--- config.mk ---
export PLATFORM = sky130hd
export DESIGN_NAME = glyph_writer8x8
export DESIGN_NICKNAME = d
export VERILOG_FILES = /design/src/rtl/glyph_writer8x8_pkg.sv /design/src/rtl/glyph_writer8x8.sv
export SDC_FILE = /design/constraint.sdc
export NUM_CORES = 1
export LEC_CHECK = 0
export ABC_AREA = 0
export BUFFER_PORTS_ARGS = -buffer_cell sky130_fd_sc_hd__buf_2
export CAP_MARGIN = 40
export CORE_ASPECT_RATIO = 0.75
export CORE_MARGIN = 1.5
export CORE_UTILIZATION = 30
export DETAILED_ROUTE_END_ITERATION = 6
export GPL_ROUTABILITY_DRIVEN = 1
export RECOVER_POWER = 25
export SETUP_SLACK_MARGIN = 0.15
export SYNTH_ARGS = -nofsm -noshare
export SYNTH_HDL_FRONTEND = slang
export SYNTH_SLANG_ARGS = --single-unit
--- constraint.sdc ---
create_clock -name i_clk -period 5.6 [get_ports i_clk]
set_clock_uncertainty 0.05 [all_clocks]
set_input_delay 1.12 -clock i_clk [delete_from_list [all_inputs] [get_ports i_clk]]
set_output_delay 1.12 -clock i_clk [all_outputs]
set_load 0.02 [all_outputs]
--- src/rtl/glyph_writer8x8_pkg.sv ---
// Shared font constants: glyph store size, writer commands, writer states.
// Also imported by the character generator, which reads the same address layout.
package glyph_writer8x8_pkg;

  localparam int FONT_ENTRIES = 16384;
  localparam int ADDR_W       = 14;

  typedef enum logic [1:0] {
    CMD_MONO  = 2'b00,
    CMD_ALPHA = 2'b01,
    CMD_CLEAR = 2'b10,
    CMD_RSVD  = 2'b11
  } cmd_e;

  typedef enum logic [1:0] {
    ST_IDLE  = 2'b00,
    ST_ROW   = 2'b01,
    ST_CLEAR = 2'b10
  } state_e;

endpackage

--- src/rtl/glyph_writer8x8.sv ---
// Glyph store writer: expands one 8-pixel row command into eight alpha writes,
// or sweeps the whole store to zero. Addresses are {char, row, column}.
module glyph_writer8x8 #(
  parameter int FONT_ENTRIES = glyph_writer8x8_pkg::FONT_ENTRIES
) (
  input  logic        i_clk,
  input  logic        i_rst,
  input  logic        i_valid,
  output logic        o_ready,
  input  logic [1:0]  i_cmd,
  input  logic [7:0]  i_char,
  input  logic [2:0]  i_row,
  input  logic [23:0] i_data,
  output logic        o_we,
  output logic [13:0] o_addr,
  output logic [2:0]  o_wdata,
  output logic        o_busy
);

  import glyph_writer8x8_pkg::*;

  localparam logic [13:0] LAST = 14'(FONT_ENTRIES - 1);

  state_e      r_state, w_next;
  cmd_e        r_cmd;
  logic [7:0]  r_char;
  logic [2:0]  r_row;
  logic [23:0] r_data;
  logic [2:0]  r_col, w_col;
  logic [13:0] r_clr, w_clr;
  logic        r_we, w_we;
  logic [13:0] r_addr, w_addr;
  logic [2:0]  r_wdata, w_wdata;
  logic        r_busy;
  logic        w_ready;
  logic        w_acc;

  function automatic logic [2:0] expand(
    input cmd_e        cmd,
    input logic [23:0] d,
    input logic [2:0]  c
  );
    logic [4:0] lo;
    lo = 5'd21 - 5'd3 * {2'b00, c};
    if (cmd == CMD_MONO)
      return d[{2'b00, 3'd7 - c}] ? 3'd7 : 3'd0;
    return d[lo +: 3];
  endfunction

  // Ready only from state: the last write of a sequence overlaps acceptance.
  assign w_ready = (r_state == ST_IDLE)
                 | ((r_state == ST_ROW) && (r_col == 3'd7))
                 | ((r_state == ST_CLEAR) && (r_clr == LAST));
  assign w_acc   = i_valid && w_ready;

  always_comb begin
    w_next  = r_state;
    w_we    = 1'b0;
    w_addr  = r_addr;
    w_wdata = r_wdata;
    w_col   = r_col;
    w_clr   = r_clr;
    unique case (r_state)
      ST_IDLE: ;
      ST_ROW: begin
        if (r_col != 3'd7) begin
          w_col   = r_col + 3'd1;
          w_we    = 1'b1;
          w_addr  = {r_char, r_row, w_col};
          w_wdata = expand(r_cmd, r_data, w_col);
        end else begin
          w_next = ST_IDLE;
        end
      end
      ST_CLEAR: begin
        if (r_clr != LAST) begin
          w_clr   = r_clr + 14'd1;
          w_we    = 1'b1;
          w_addr  = w_clr;
          w_wdata = 3'd0;
        end else begin
          w_next = ST_IDLE;
        end
      end
      default: w_next = ST_IDLE;
    endcase
    if (w_acc) begin
      unique case (i_cmd)
        CMD_MONO, CMD_ALPHA: begin
          w_next  = ST_ROW;
          w_col   = 3'd0;
          w_we    = 1'b1;
          w_addr  = {i_char, i_row, 3'd0};
          w_wdata = expand(cmd_e'(i_cmd), i_data, 3'd0);
        end
        CMD_CLEAR: begin
          w_next  = ST_CLEAR;
          w_clr   = 14'd0;
          w_we    = 1'b1;
          w_addr  = 14'd0;
          w_wdata = 3'd0;
        end
        default: begin
          w_next = ST_IDLE;
          w_we   = 1'b0;
        end
      endcase
    end
  end

  always_ff @(posedge i_clk or posedge i_rst) begin
    if (i_rst) begin
      r_state <= ST_IDLE;
      r_cmd   <= CMD_MONO;
      r_char  <= '0;
      r_row   <= '0;
      r_data  <= '0;
      r_col   <= '0;
      r_clr   <= '0;
      r_we    <= 1'b0;
      r_addr  <= '0;
      r_wdata <= '0;
      r_busy  <= 1'b0;
    end else begin
      r_state <= w_next;
      r_col   <= w_col;
      r_clr   <= w_clr;
      r_we    <= w_we;
      r_addr  <= w_addr;
      r_wdata <= w_wdata;
      r_busy  <= (w_next != ST_IDLE);
      if (w_acc) begin
        r_cmd  <= cmd_e'(i_cmd);
        r_char <= i_char;
        r_row  <= i_row;
        r_data <= i_data;
      end
    end
  end

  assign o_ready = w_ready;
  assign o_we    = r_we;
  assign o_addr  = r_addr;
  assign o_wdata = r_wdata;
  assign o_busy  = r_busy;

endmodule

Yosys cells after proc, flatten, opt, wreduce, memory -nomap -nowiden
Index checks and enable logic that the tools add are counted.
{"block": "classes", "n_addsub": 4, "n_mul": 1, "magnitude_cmp": 1, "n_eq_ne": 8, "shifts": 1, "mux": 42, "bitwise_logic": 2, "reduce_logical": 9}
{"operator": "two-way mux 14 bit", "n": 7}
{"operator": "one-hot mux 14 bit (2 select lines)", "n": 2}
{"operator": "two-way mux 3 bit", "n": 13}
{"operator": "indexed part select 24 x 6 -> 3 bit", "n": 1}
{"operator": "adder 14 x 1 -> 14 bit (second input constant)", "n": 1}
{"operator": "equality test 14 bit (second input constant)", "n": 1}
{"operator": "!= test 14 bit (second input constant)", "n": 1}
{"operator": "one-hot mux 3 bit (2 select lines)", "n": 2}
{"operator": "two-way mux 1 bit", "n": 11}
{"operator": "logical NOT 2 bit", "n": 3}
{"operator": "< comparator 3 x 6 -> 1 bit (second input constant)", "n": 1}
{"operator": "two-way mux 2 bit", "n": 3}
{"operator": "one-hot mux 2 bit (3 select lines)", "n": 1}
{"operator": "multiplier 2 x 3 -> 5 bit (first input constant)", "n": 1}
{"operator": "subtractor 5 bit (first input constant)", "n": 1}
{"operator": "equality test 2 x 1 -> 1 bit (second input constant)", "n": 2}
{"operator": "equality test 2 bit (second input constant)", "n": 2}
{"operator": "one-hot mux 2 bit (2 select lines)", "n": 1}
{"operator": "adder 3 x 1 -> 3 bit (second input constant)", "n": 1}
{"operator": "binary-select mux 1 bit (select 3 bit)", "n": 1}
{"operator": "equality test 3 bit (second input constant)", "n": 1}
{"operator": "logical AND 1 bit", "n": 3}
{"operator": "!= test 3 bit (second input constant)", "n": 1}
{"operator": "OR reduction 3 bit", "n": 1}
{"operator": "5 further kinds", "n": 6}
{"block": "word_totals", "reg_bits": 75, "inputBits": 40, "output_inout_bits": 20, "elab_cells": 79}

Depth between registers and ports, before layout
Gate-level depths: netlist (run 1).
{"block": "logic_depth", "word_depth": 11, "depth_mapped": 13, "depth_no_buf": 11}

Worst setup path before layout (run 1)
Ideal clock, no wire load.
{"block": "synth_timing", "path_kind": "register to register", "from": "register r_col[0]", "to": "register r_wdata[1], in the netlist o_wdata[1]", "setup_ps": 90, "arrival_ps": 3461, "required_ps": 5460, "path_slack_ps": 1999, "stages_incl_launch_ff": 12, "path_buffers": 2, "synth_period_minus_slack_ps": 3601, "cell_sequence": "dfrtp_1 > clkinv_1 > ha_1 > buf_2 > xnor2_1 > fa_1 > buf_2 > mux2i_1 > mux4_2 > or3b_2 > o311a_1 > o221ai_1"}
{"block": "synth_via", "elab_chain_len": 11, "elab_cells_between_ends": 20, "classes_between": "add/sub: 3; mul: 1; eq/ne: 2; shift: 1; mux: 9; bitwise: 2; reduce/logical: 2"}
{"item": "start: declaration", "line": "glyph_writer8x8.sv:29", "rtl": "logic [2:0] r_col, w_col;"}
{"item": "start signal: assignment", "line": "glyph_writer8x8.sv:126", "rtl": "r_col <= w_col;"}
{"item": "parallel branches: the longest is 10 deep, another holds multiplier 2 x 3 -> 5 bit"}
{"item": "two-way mux 3 bit *", "line": "glyph_writer8x8.sv:87", "rtl": "if (w_acc) begin"}
{"item": "named net w_wdata[1]", "line": "glyph_writer8x8.sv:33", "rtl": "logic [2:0] r_wdata, w_wdata;"}
{"item": "end signal: assignment", "line": "glyph_writer8x8.sv:130", "rtl": "r_wdata <= w_wdata;"}
{"item": "end: declaration", "line": "glyph_writer8x8.sv:33"}
Mark *: on every way through the listed nets, which the timed path passes. The select of a mux whose other input is x is not followed.
A chain may end at the register's enable or synchronous reset.

Worst setup path after layout (run 1)
Same ends and word-level chain as after synthesis.

==> impl_metrics.env, run 1 <==
export IMPL_outcome="finished with violations"
export IMPL_violations="max-capacitance violations, max-slew violations"
export IMPL_layout_setup_ws_ns=1.01
export IMPL_synth_top_cells_by_area="sky130_fd_sc_hd__dfrtp_1, sky130_fd_sc_hd__nand2_1, sky130_fd_sc_hd__mux4_2"
export IMPL_die_width_um=144
export IMPL_cap_viol_max_count=1
export IMPL_routabilityCongestion=0.845
export IMPL_grt_max_degree=62
export IMPL_grt_util_met2_pct=23.2
export IMPL_worst_path_max_fanout=21
export IMPL_yosys_area_top_type_share_pct=42.1
export IMPL_rsz_0062_raised_after_global_routing="no"
export IMPL_globalRouteOverflowTotal=0
export IMPL_synth_nets=534
export IMPL_synth_xor_area_share_pct=4.91
export IMPL_primary_flip_flop_cell_chosen_by_synthesis_mapping="sky130_fd_sc_hd__dfrtp_1"
export IMPL_clock_tree_buffer_depth=2
export IMPL_r2r_start="r_col[0]"
export IMPL_gr_peak_layer="met1"
export IMPL_synthDominantAreaCellType="sky130_fd_sc_hd__dfrtp_1"
export IMPL_synth_edff_count=0
export IMPL_path_clk_slew_ns=0.06
export IMPL_synth_seq_area_share_pct=42.1
export IMPL_netlist_instances=481
export IMPL_critPathCaptureType="flip-flop"
export IMPL_numPortBuffers=59
export IMPL_cts_sink_count=75
export IMPL_groute_layer_met1_usage_pct=23.7
export IMPL_synth_top_family_by_area="simple AND/OR/NAND/NOR gates"
export IMPL_holdCritStartpoint="r_row[2]"
export IMPL_grt_util_all_layers_pct=16.1
export IMPL_postPlaceCellArea_um2=4920
export IMPL_grt_antenna_before_repair=0
export IMPL_areaGrowthSynthToFinish_pct=16.4
export IMPL_antenna_cells_inserted=0
export IMPL_yosys_area_share_simple_pct=21.7
export IMPL_remaining_drc_errors=0
export IMPL_detailedPlacementHpwl_mm=8.48
export IMPL_timing_critical_path_from="r_col[0]"
export IMPL_final_cell_mix="sky130_fd_sc_hd__nand2_1, sky130_fd_sc_hd__dfrtp_1, sky130_fd_sc_hd__buf_2"
export IMPL_post_place_setup_slack_ns=1.02
export IMPL_ys_ff_latch=75
export IMPL_syn_cell_area_um2=4460
export IMPL_route_detailed_wl_per_inst_um=15.7
export IMPL_yosys_warnings=0
export IMPL_synth_compound_area_share_pct=12.1
export IMPL_cts_htree_levels=3
export IMPL_clk_latency_ns=0.34
export IMPL_totalNegativeSetupSlack_ns=0
export IMPL_timing_hold_violations_final=0
export IMPL_root_buffer="sky130_fd_sc_hd__clkbuf_16"
export IMPL_dr_pass1_iters=5
export IMPL_p_leak_nw=2.45
export IMPL_die_y_um=109
export IMPL_slew_violations=62
export IMPL_final_fill_count=1476
export IMPL_num_vias=3729
export IMPL_grt_pass1_wl_mm=19.0
export IMPL_detail_route_vias_per_cell=5.07
export IMPL_pin_count=60
export IMPL_finalWorstPathRequiredPeriod_ns=4.59
export IMPL_post_cts_resize_count=0
export IMPL_commonest_non_fill_non_tap_cell_in_the_layout="sky130_fd_sc_hd__nand2_1"
export IMPL_worst_setup_path_start_kind="flip-flop"
export IMPL_setup_fix_bufs_post_cts=0
export IMPL_initial_utilization_pct=30.7
export IMPL_synth_lib_cells_used_distinct=53
export IMPL_cell_area_power_density_nw_per_um2=757
export IMPL_ys_async_rst_share_pct=100
export IMPL_timing_max_slew_rel_slack_pct=-90.3
export IMPL_final_area_um2=5190
export IMPL_cp_data_arrival_time_ns=4.79
export IMPL_post_synth_cell_area_avg_um2=9.27
export IMPL_cts_hold_fix_buffers=0
export IMPL_period_utilisation_layout_pct=82.0
export IMPL_post_synth_fa_ha_maj_area_fraction_pct=3.99
export IMPL_layout_nets=583
export IMPL_tritoncts="done"
export IMPL_worst_ir_drop_vdd_mv=0.421
export IMPL_share_of_synthesized_area_spent_on_multiplexers_pct=10.8
export IMPL_die_area_um2=15600
export IMPL_vias_in_the_first_global_route=3495
export IMPL_drt_antenna_violating_nets=0
export IMPL_fmax_mhz=218
export IMPL_core_area_um2=14500
export IMPL_tritoncts_num_buffers=9
export IMPL_hold_path_class="reg -> reg"
export IMPL_drt_iter0_drc=254
export IMPL_total_wire_length_mm=11.6
export IMPL_worst_endpoint_required_ns=5.80
export IMPL_globalRouteMet3Util_pct=3.14
export IMPL_timing_setup_critical_path_class="reg -> reg"
export IMPL_final_layout_size_suffix_gt1_share_pct=18.9
export IMPL_setup_viol=0
export IMPL_row_count=38
export IMPL_worstMarginPinSlew_ns=2.85
-- worst paths after layout --
path / endpoint / slack (ns) / depth (start not counted)
setup / recovery: o_wdata[1] / 1.01 / 9
hold / removal: r_row[2] / 0.42 / 2
setup reg to reg: o_wdata[1] / 1.01 / 9
hold reg to reg: r_row[2] / 0.42 / 2
max in group asynchronous: r_data[22] / 1.13 / 4
min in group asynchronous: o_busy / 0.96 / 3
-- final cells by class --
| class | count | area [um^2] | area share, % |
|---|---|---|---|
| inverter | 10 | 37.5 | 0.723 |
| sequential | 75 | 1880 | 36.2 |
| timing repair buffer | 67 | 352 | 6.78 |
| clock buffer | 14 | 254 | 4.90 |
| clock inverter | 2 | 35.0 | 0.675 |
| tap | 200 | 250 | 4.82 |
| multi-input combinational | 367 | 2380 | 45.9 |
-- per-stage QoR --
stage	cells	utilization (%)	power [mW]	hold WS (ns)
2_1_floorplan	481	-	2.82	0.395
3_3_place_gp	717	33.7	3.24	0.408
3_5_place_dp	719	33.9	3.34	0.413
4_1_cts	735	35.9	3.93	0.427
5_1_grt	735	35.8	4.24	0.453
6_report	735	35.8	3.93	0.422
-- cell families after synthesis --
family,Yosys count
DFF,75
and+or+nand+nor,223
buffers and inverters,39
adders and majority gates,13
muxes,34
xor gates and xnor gates,25
AOI/OAI and AO/OA,72
-- where the power goes --
part | switching [mW] | total [mW] | internal, mW
Clock | 0.217 | 0.574 | 0.357
Combinational | 1.35 | 2.40 | 1.05
Sequential | 0.200 | 0.955 | 0.755
-- sequential cells by signal (all words and copies together), names as in the netlist --
register  cells
o_busy        1
r_data       24
r_state       2
r_cmd         2
o_we          1
r_clr        14
o_wdata       3
r_col         3
o_addr       14
r_char        8
r_row         3
-- Yosys cell counts, drive strengths merged (5+ instances only) --
library cell,instances
nor2b,5
nand2,142
mux4,11
xor2,12
dfrtp,75
nor2,37
xnor2,13
mux2i,19
nor3,9
clkbuf,13
a221o,7
inv,9
o21ai,7
nand3,11
buf,16
a21oi,11
a22oi,13
ha,11
nand4,7
-- routing by layer --
layer / up-vias / share of wire [%]
met5: - / 0
met4: 0 / 1.2
met3: 15 / 6.0
met2: 120 / 44
met1: 1818 / 49
li1: 1776 / -
-- critical path, cell delays in order, from the launching register on --
cell and delay [ns]:
sky130_fd_sc_hd__dfrtp_1 0.35, sky130_fd_sc_hd__clkinv_1 0.21, sky130_fd_sc_hd__ha_1 0.88, sky130_fd_sc_hd__xnor2_1 0.30, sky130_fd_sc_hd__fa_1 1.20, sky130_fd_sc_hd__mux2i_1 0.22, sky130_fd_sc_hd__mux4_2 0.49, sky130_fd_sc_hd__or3b_2 0.48
sky130_fd_sc_hd__o311a_1 0.15, sky130_fd_sc_hd__o221ai_1 0.16
Note: power is estimated with default switching activity, not from simulation.
==> run 2, diff against run 1 <==
==> constraint.sdc (replaced) <==
create_clock -name i_clk -period 3.8 [get_ports i_clk]
set_clock_uncertainty 0.05 [all_clocks]
set_input_delay 0.76 -clock i_clk [delete_from_list [all_inputs] [get_ports i_clk]]
set_output_delay 0.76 -clock i_clk [all_outputs]
set_load 0.02 [all_outputs]
==> impl_metrics.env, run 2 (synthesis gave the netlist of run 1 again) <==
export IMPL_outcome="finished, final reports clean"
export IMPL_power_switching_mw=2.80
export IMPL_root_buffer="sky130_fd_sc_hd__clkbuf_16"
export IMPL_routabilityCongestion=0.952
export IMPL_worst_ir_drop_vdd_mv=0.645
export IMPL_worst_r2r_cell_count=12
export IMPL_cts_sink_count=75
export IMPL_share_seq_of_total_power_pct=22.4
export IMPL_remaining_drc_errors=0
export IMPL_power_frac_comb_pct=62.7
export IMPL_row_count=38
export IMPL_clock_tree_buffer_depth=2
export IMPL_grt_util_all_layers_pct=16.6
export IMPL_fmax_mhz=281
export IMPL_final_fill_count=1479
export IMPL_internal_power_mw=3.50
export IMPL_cp_data_arrival_time_ns=3.71
export IMPL_slew_violations=0
export IMPL_area_sequential_um2=1880
export IMPL_commonest_non_fill_non_tap_cell_in_the_layout="sky130_fd_sc_hd__nand2_1"
export IMPL_drt_antenna_violating_nets=0
export IMPL_core_area_um2=14500
export IMPL_clk_latency_ns=0.34
export IMPL_totalNegativeSetupSlack_ns=0
export IMPL_worst_path_max_fanout=7
export IMPL_initial_utilization_pct=30.7
export IMPL_critical_path_max_stage_delay_ns=0.67
export IMPL_route_detailed_wl_per_inst_um=16.6
export IMPL_worstMarginPinSlew_ns=1.44
export IMPL_timing_max_slew_rel_slack_pct=4.18
export IMPL_period_utilisation_layout_pct=93.7
export IMPL_tritoncts="done"
export IMPL_detail_route_vias_per_cell=5.11
export IMPL_grt_antenna_before_repair=0
export IMPL_cpMaxStageDelayCell="sky130_fd_sc_hd__fa_2"
export IMPL_critPathCaptureType="flip-flop"
export IMPL_postPlaceCellArea_um2=4970
export IMPL_switching_share_pct=44.4
export IMPL_vias_in_the_first_global_route=3706
export IMPL_largest_register_ff_count=24
export IMPL_worstPathCellList="ha_1 -> inv_1 -> ha_1 -> ha_1 -> fa_2 -> buf_4 -> mux4_2 -> and2_1 -> a311oi_1 -> a211oi_1 -> nor3_1 -> o221ai_1"
export IMPL_die_area_um2=15600
export IMPL_final_layout_size_suffix_gt1_share_pct=21.9
export IMPL_worst_setup_path_start_kind="flip-flop"
export IMPL_hold_path_class="reg -> reg"
export IMPL_cts_htree_levels=3
export IMPL_critPathMostFrequentCell="sky130_fd_sc_hd__ha_1"
export IMPL_tritoncts_num_buffers=9
export IMPL_timing_critical_path_to="o_wdata[2]"
export IMPL_grt_pass1_wl_mm=19.7
export IMPL_final_cell_mix="sky130_fd_sc_hd__nand2_1, sky130_fd_sc_hd__dfrtp_1, sky130_fd_sc_hd__buf_2"
export IMPL_num_vias=3798
export IMPL_areaGrowthSynthToFinish_pct=19.2
export IMPL_dr_pass1_iters=4
export IMPL_total_wire_length_mm=12.3
export IMPL_post_place_setup_slack_ns=0.263
export IMPL_setup_reg_to_reg_worst_slack_ns=0.24
export IMPL_setup_viol=0
export IMPL_clock_power_share_pct=14.9
export IMPL_antenna_cells_inserted=0
export IMPL_regToRegEndpoint="o_wdata[2]"
export IMPL_timing_setup_critical_path_class="reg -> reg"
export IMPL_final_area_um2=5310
export IMPL_p_leak_nw=2.52
export IMPL_cell_area_power_density_nw_per_um2=1190
export IMPL_timing_hold_violations_final=0
export IMPL_rsz_0062_raised_after_global_routing="no"
export IMPL_timing_critical_path_from="r_col[0]"
export IMPL_detailedPlacementHpwl_mm=8.73
export IMPL_pin_count=60
export IMPL_drt_iter0_drc=259
export IMPL_cts_hold_fix_buffers=0
export IMPL_globalRouteOverflowTotal=0
export IMPL_die_y_um=109
export IMPL_worst_endpoint_required_ns=3.95
export IMPL_finalCoreUtilization_pct=36.6
export IMPL_grt_max_degree=57
export IMPL_largest_register="r_data"
export IMPL_layout_nets=591
export IMPL_cap_viol_max_count=0
export IMPL_r2r_start="r_col[0]"
export IMPL_finalWorstPathRequiredPeriod_ns=3.56
export IMPL_die_width_um=144
export IMPL_layout_setup_ws_ns=0.239
export IMPL_multi_input_area_um2=2400
export IMPL_path_clk_slew_ns=0.06
export IMPL_numPortBuffers=59
## run 2: cell count changes in the layout (fill, tap and decap cells not counted), moves of 2 or more
cell	previous run	this run
sky130_fd_sc_hd__buf_4	5	15
sky130_fd_sc_hd__clkbuf_1	5	1
sky130_fd_sc_hd__xnor2_1	13	11
sky130_fd_sc_hd__xnor2_2	0	2
## run 2: final cells by class
cell class | count | area share [%]
inverter | 10 | 0.707
sequential | 75 | 35.4
timing repair buffer | 75 | 7.77
clock inverter | 4 | 1.37
clock buffer | 12 | 4.83
multi-input combinational | 367 | 45.3
tap | 200 | 4.71
## run 2: how the worst min path moves through the flow
stage	startpoint	endpoint	slack, ns	cells after the start
floorplan	r_char[7]	r_char[7]	0.40	2
global placement	r_row[1]	r_row[1]	0.41	2
detailed placement	r_row[1]	r_row[1]	0.41	2
CTS	i_rst	o_addr[1]	0.39	2
global route	r_char[0]	r_char[0]	0.45	2
finish	r_char[0]	r_char[0]	0.43	2
## run 2: worst max-delay path: cells and delay by family (launching register included)
family                   cells  cell delay, ns
AO/OA/AOI/OAI                3            0.54
adder cells (fa/ha/maj)      4            1.43
buffers and inverters        2            0.25
multiplexers                 1            0.28
AND/OR/NAND/NOR              2            0.41
flip-flops                   1            0.45
## run 2: what timing repair did
action | CTS | global route
resized for setup | 0 | 5
setup buffers | 0 | 1
endpoints found under the setup margin | 0 | 3
## run 2: power groups by stage
stage               logic (mW)  clock network, mW  registers, mW
floorplan                 2.76                  0           1.39
global placement          3.54                  0           1.40
detailed placement        3.67                  0           1.41
CTS                       3.73              0.965           1.40
global route              4.25              0.997           1.45
finish                    3.95              0.942           1.41
## run 2: per-layer routing
layer	up-vias	global-route usage [%]	share of wire, %
met5	-	0	0
met1	1849	23.8	50
met3	24	3.76	5.2
li1	1795	-	-
met2	130	24.2	43
met4	0	6.05	2.2
## run 2: per-stage QoR
step | instances | hold slack [ns] | power (mW)
CTS | 742 | 0.390 | 6.09
global route | 743 | 0.453 | 6.70
floorplan | 481 | 0.395 | 4.15
detailed placement | 726 | 0.414 | 5.08
global placement | 726 | 0.408 | 4.94
finish | 743 | 0.426 | 6.30
==> run 3, diff against run 2 <==
--- a/config.mk
+++ b/config.mk
@@ -10,9 +10,10 @@
 export CAP_MARGIN = 40
 export CORE_ASPECT_RATIO = 0.75
 export CORE_MARGIN = 1.5
-export CORE_UTILIZATION = 30
+export CORE_UTILIZATION = 52
 export DETAILED_ROUTE_END_ITERATION = 6
 export GPL_ROUTABILITY_DRIVEN = 1
+export PLACE_DENSITY = 0.76
 export RECOVER_POWER = 25
 export SETUP_SLACK_MARGIN = 0.15
 export SYNTH_ARGS = -nofsm -noshare
==> impl_metrics.env, run 3 (synthesis gave the netlist of run 1 again) <==
export IMPL_hold_path_class="reg -> reg"
export IMPL_worst_path_dominant_cell_family="adder cells"
export IMPL_pin_count=60
export IMPL_initial_utilization_pct=53.2
export IMPL_power_frac_comb_pct=62.2
export IMPL_numPortBuffers=59
export IMPL_dr_pass1_iters=5
export IMPL_timing_setup_critical_path_class="reg -> reg"
export IMPL_antenna_cells_inserted=0
export IMPL_tritoncts="done"
export IMPL_outcome="finished, final reports clean"
export IMPL_multi_input_area_um2=2410
export IMPL_die_area_um2=9140
export IMPL_worst_path_max_fanout=18
export IMPL_largest_register="r_data"
export IMPL_switching_share_pct=44.6
export IMPL_worst_endpoint_required_ns=4.00
export IMPL_total_wire_length_mm=11.6
export IMPL_routabilityCongestion=0.995
export IMPL_final_instance_count_excl_fill=650
export IMPL_critPathMostFrequentCell="sky130_fd_sc_hd__ha_1"
export IMPL_num_vias=3860
export IMPL_postPlaceCellArea_um2=4850
export IMPL_row_count=29
export IMPL_finalWorstPathRequiredPeriod_ns=3.49
export IMPL_route_detailed_wl_per_inst_um=17.9
export IMPL_final_fill_count=700
export IMPL_root_buffer="sky130_fd_sc_hd__clkbuf_16"
export IMPL_final_cell_mix="sky130_fd_sc_hd__nand2_1, sky130_fd_sc_hd__dfrtp_1, sky130_fd_sc_hd__buf_2"
export IMPL_critical_path_max_stage_delay_ns=0.57
export IMPL_clock_power_share_pct=14.5
export IMPL_globalRouteOverflowTotal=0
export IMPL_worstMarginPinSlew_ns=1.41
export IMPL_worst_hold_slack_ns=0.428
export IMPL_tritoncts_num_buffers=9
export IMPL_min_delay_path_depth=2
export IMPL_timing_max_slew_rel_slack_pct=5.86
export IMPL_final_area_um2=5190
export IMPL_clock_tree_buffer_depth=2
export IMPL_period_utilisation_layout_pct=91.7
export IMPL_placed_cells=634
export IMPL_worst_r2r_cell_count=11
export IMPL_worstPathCellList="ha_1 -> inv_1 -> ha_1 -> ha_1 -> fa_1 -> buf_8 -> mux2i_1 -> mux4_2 -> or3b_2 -> o311a_1 -> o221ai_1"
export IMPL_detailedPlacementHpwl_mm=8.33
export IMPL_power_switching_mw=2.71
export IMPL_core_area_um2=8380
export IMPL_clk_latency_ns=0.34
export IMPL_die_width_um=110
export IMPL_p_leak_nw=2.52
export IMPL_cts_hold_fix_buffers=0
export IMPL_layout_nets=591
export IMPL_cpMaxStageDelayCell="sky130_fd_sc_hd__fa_1"
export IMPL_cp_data_arrival_time_ns=3.68
export IMPL_area_sequential_um2=1880
export IMPL_setup_viol=0
export IMPL_grt_max_degree=40
export IMPL_fmax_mhz=287
export IMPL_path_clk_slew_ns=0.06
export IMPL_path_buf_inv=2
export IMPL_grt_pass1_wl_mm=19.1
export IMPL_vias_in_the_first_global_route=3747
export IMPL_share_seq_of_total_power_pct=23.3
export IMPL_drt_antenna_violating_nets=0
export IMPL_cell_area_power_density_nw_per_um2=1170
export IMPL_timing_hold_violations_final=0
export IMPL_drt_iter0_drc=291
export IMPL_final_layout_size_suffix_gt1_share_pct=21.6
export IMPL_remaining_drc_errors=0
export IMPL_cts_sink_count=75
export IMPL_cap_viol_max_count=0
export IMPL_grt_util_all_layers_pct=27.6
export IMPL_critPathCaptureType="flip-flop"
export IMPL_largest_register_ff_count=24
export IMPL_grt_antenna_before_repair=0
export IMPL_totalNegativeSetupSlack_ns=0
export IMPL_internal_power_mw=3.37
export IMPL_worst_setup_path_start_kind="flip-flop"
export IMPL_worst_ir_drop_vdd_mv=1.12
export IMPL_detail_route_vias_per_cell=5.94
export IMPL_die_y_um=83.2
export IMPL_commonest_non_fill_non_tap_cell_in_the_layout="sky130_fd_sc_hd__nand2_1"
export IMPL_cts_htree_levels=3
export IMPL_worst_path_stages=11
export IMPL_areaGrowthSynthToFinish_pct=16.4
export IMPL_rsz_0062_raised_after_global_routing="no"
export IMPL_slew_violations=0
## run 3: cell count changes in the layout (fill, tap and decap cells not counted), sizes merged
cell      before  now
bufinv         2    1
inv            9   11
clkinvlp       1    0
clkbuf        13   12
## run 3: layout make-up
type | instances | area share [%]
inverters | 10 | 0.724
well taps | 108 | 2.60
clock inverters | 4 | 1.09
flip-flops and latches | 75 | 36.2
multi-input cells | 367 | 46.5
repair buffers | 75 | 8.06
clock buffers | 11 | 4.87
## run 3: layer usage
| metal | global-route usage, % | vias up | part of all wire, % |
|---|---|---|---|
| li1 | - | 1786 | - |
| met3 | 7.22 | 16 | 8.6 |
| met2 | 40.0 | 171 | 45 |
| met5 | 0 | - | 0 |
| met1 | 41.6 | 1887 | 45 |
| met4 | 6.02 | 0 | 1.0 |
## run 3: power groups by stage
stage,sequential [mW],combinational [mW],clock [mW]
3_5_place_dp,1.41,3.55,0
3_3_place_gp,1.39,3.47,0
5_1_grt,1.45,4.13,0.937
6_report,1.42,3.78,0.882
2_1_floorplan,1.39,2.76,0
4_1_cts,1.40,3.61,0.900
## run 3: tightest hold or removal path: cells and delay by family, from the launching register on
kind	cells	cell delay, ns
flip-flops	1	0.34
AND/OR/NAND/NOR	2	0.10
## run 3: final timing paths
check,startpoint,to,slack (ns)
min reg2reg,r_row[1],r_row[1],0.43
max reg2reg,r_col[0],o_wdata[1],0.31
max,r_col[0],o_wdata[1],0.31
min,r_row[1],r_row[1],0.43
max in group asynchronous,i_rst,o_addr[4],1.27
min in group asynchronous,i_rst,r_data[6],0.78
## run 3: stage by stage
step                power [mW]  worst slack (ns)  utilization (%)
finish                    6.08             0.314             61.9
global route              6.51             0.146             61.9
CTS                       5.91             0.212             61.7
detailed placement        4.96             0.175             57.9
global placement          4.86             0.300             57.8
floorplan                 4.15             0.199                -
## run 3: what timing repair did
| item | CTS | global route |
|---|---|---|
| cloned | 0 | 0 |
| setup endpoints to repair | 1 | 2 |
| gates resized for setup | 2 | 4 |
| setup buffers | 0 | 1 |
| hold endpoints to repair | 0 | 0 |
| pin swaps | 0 | 0 |
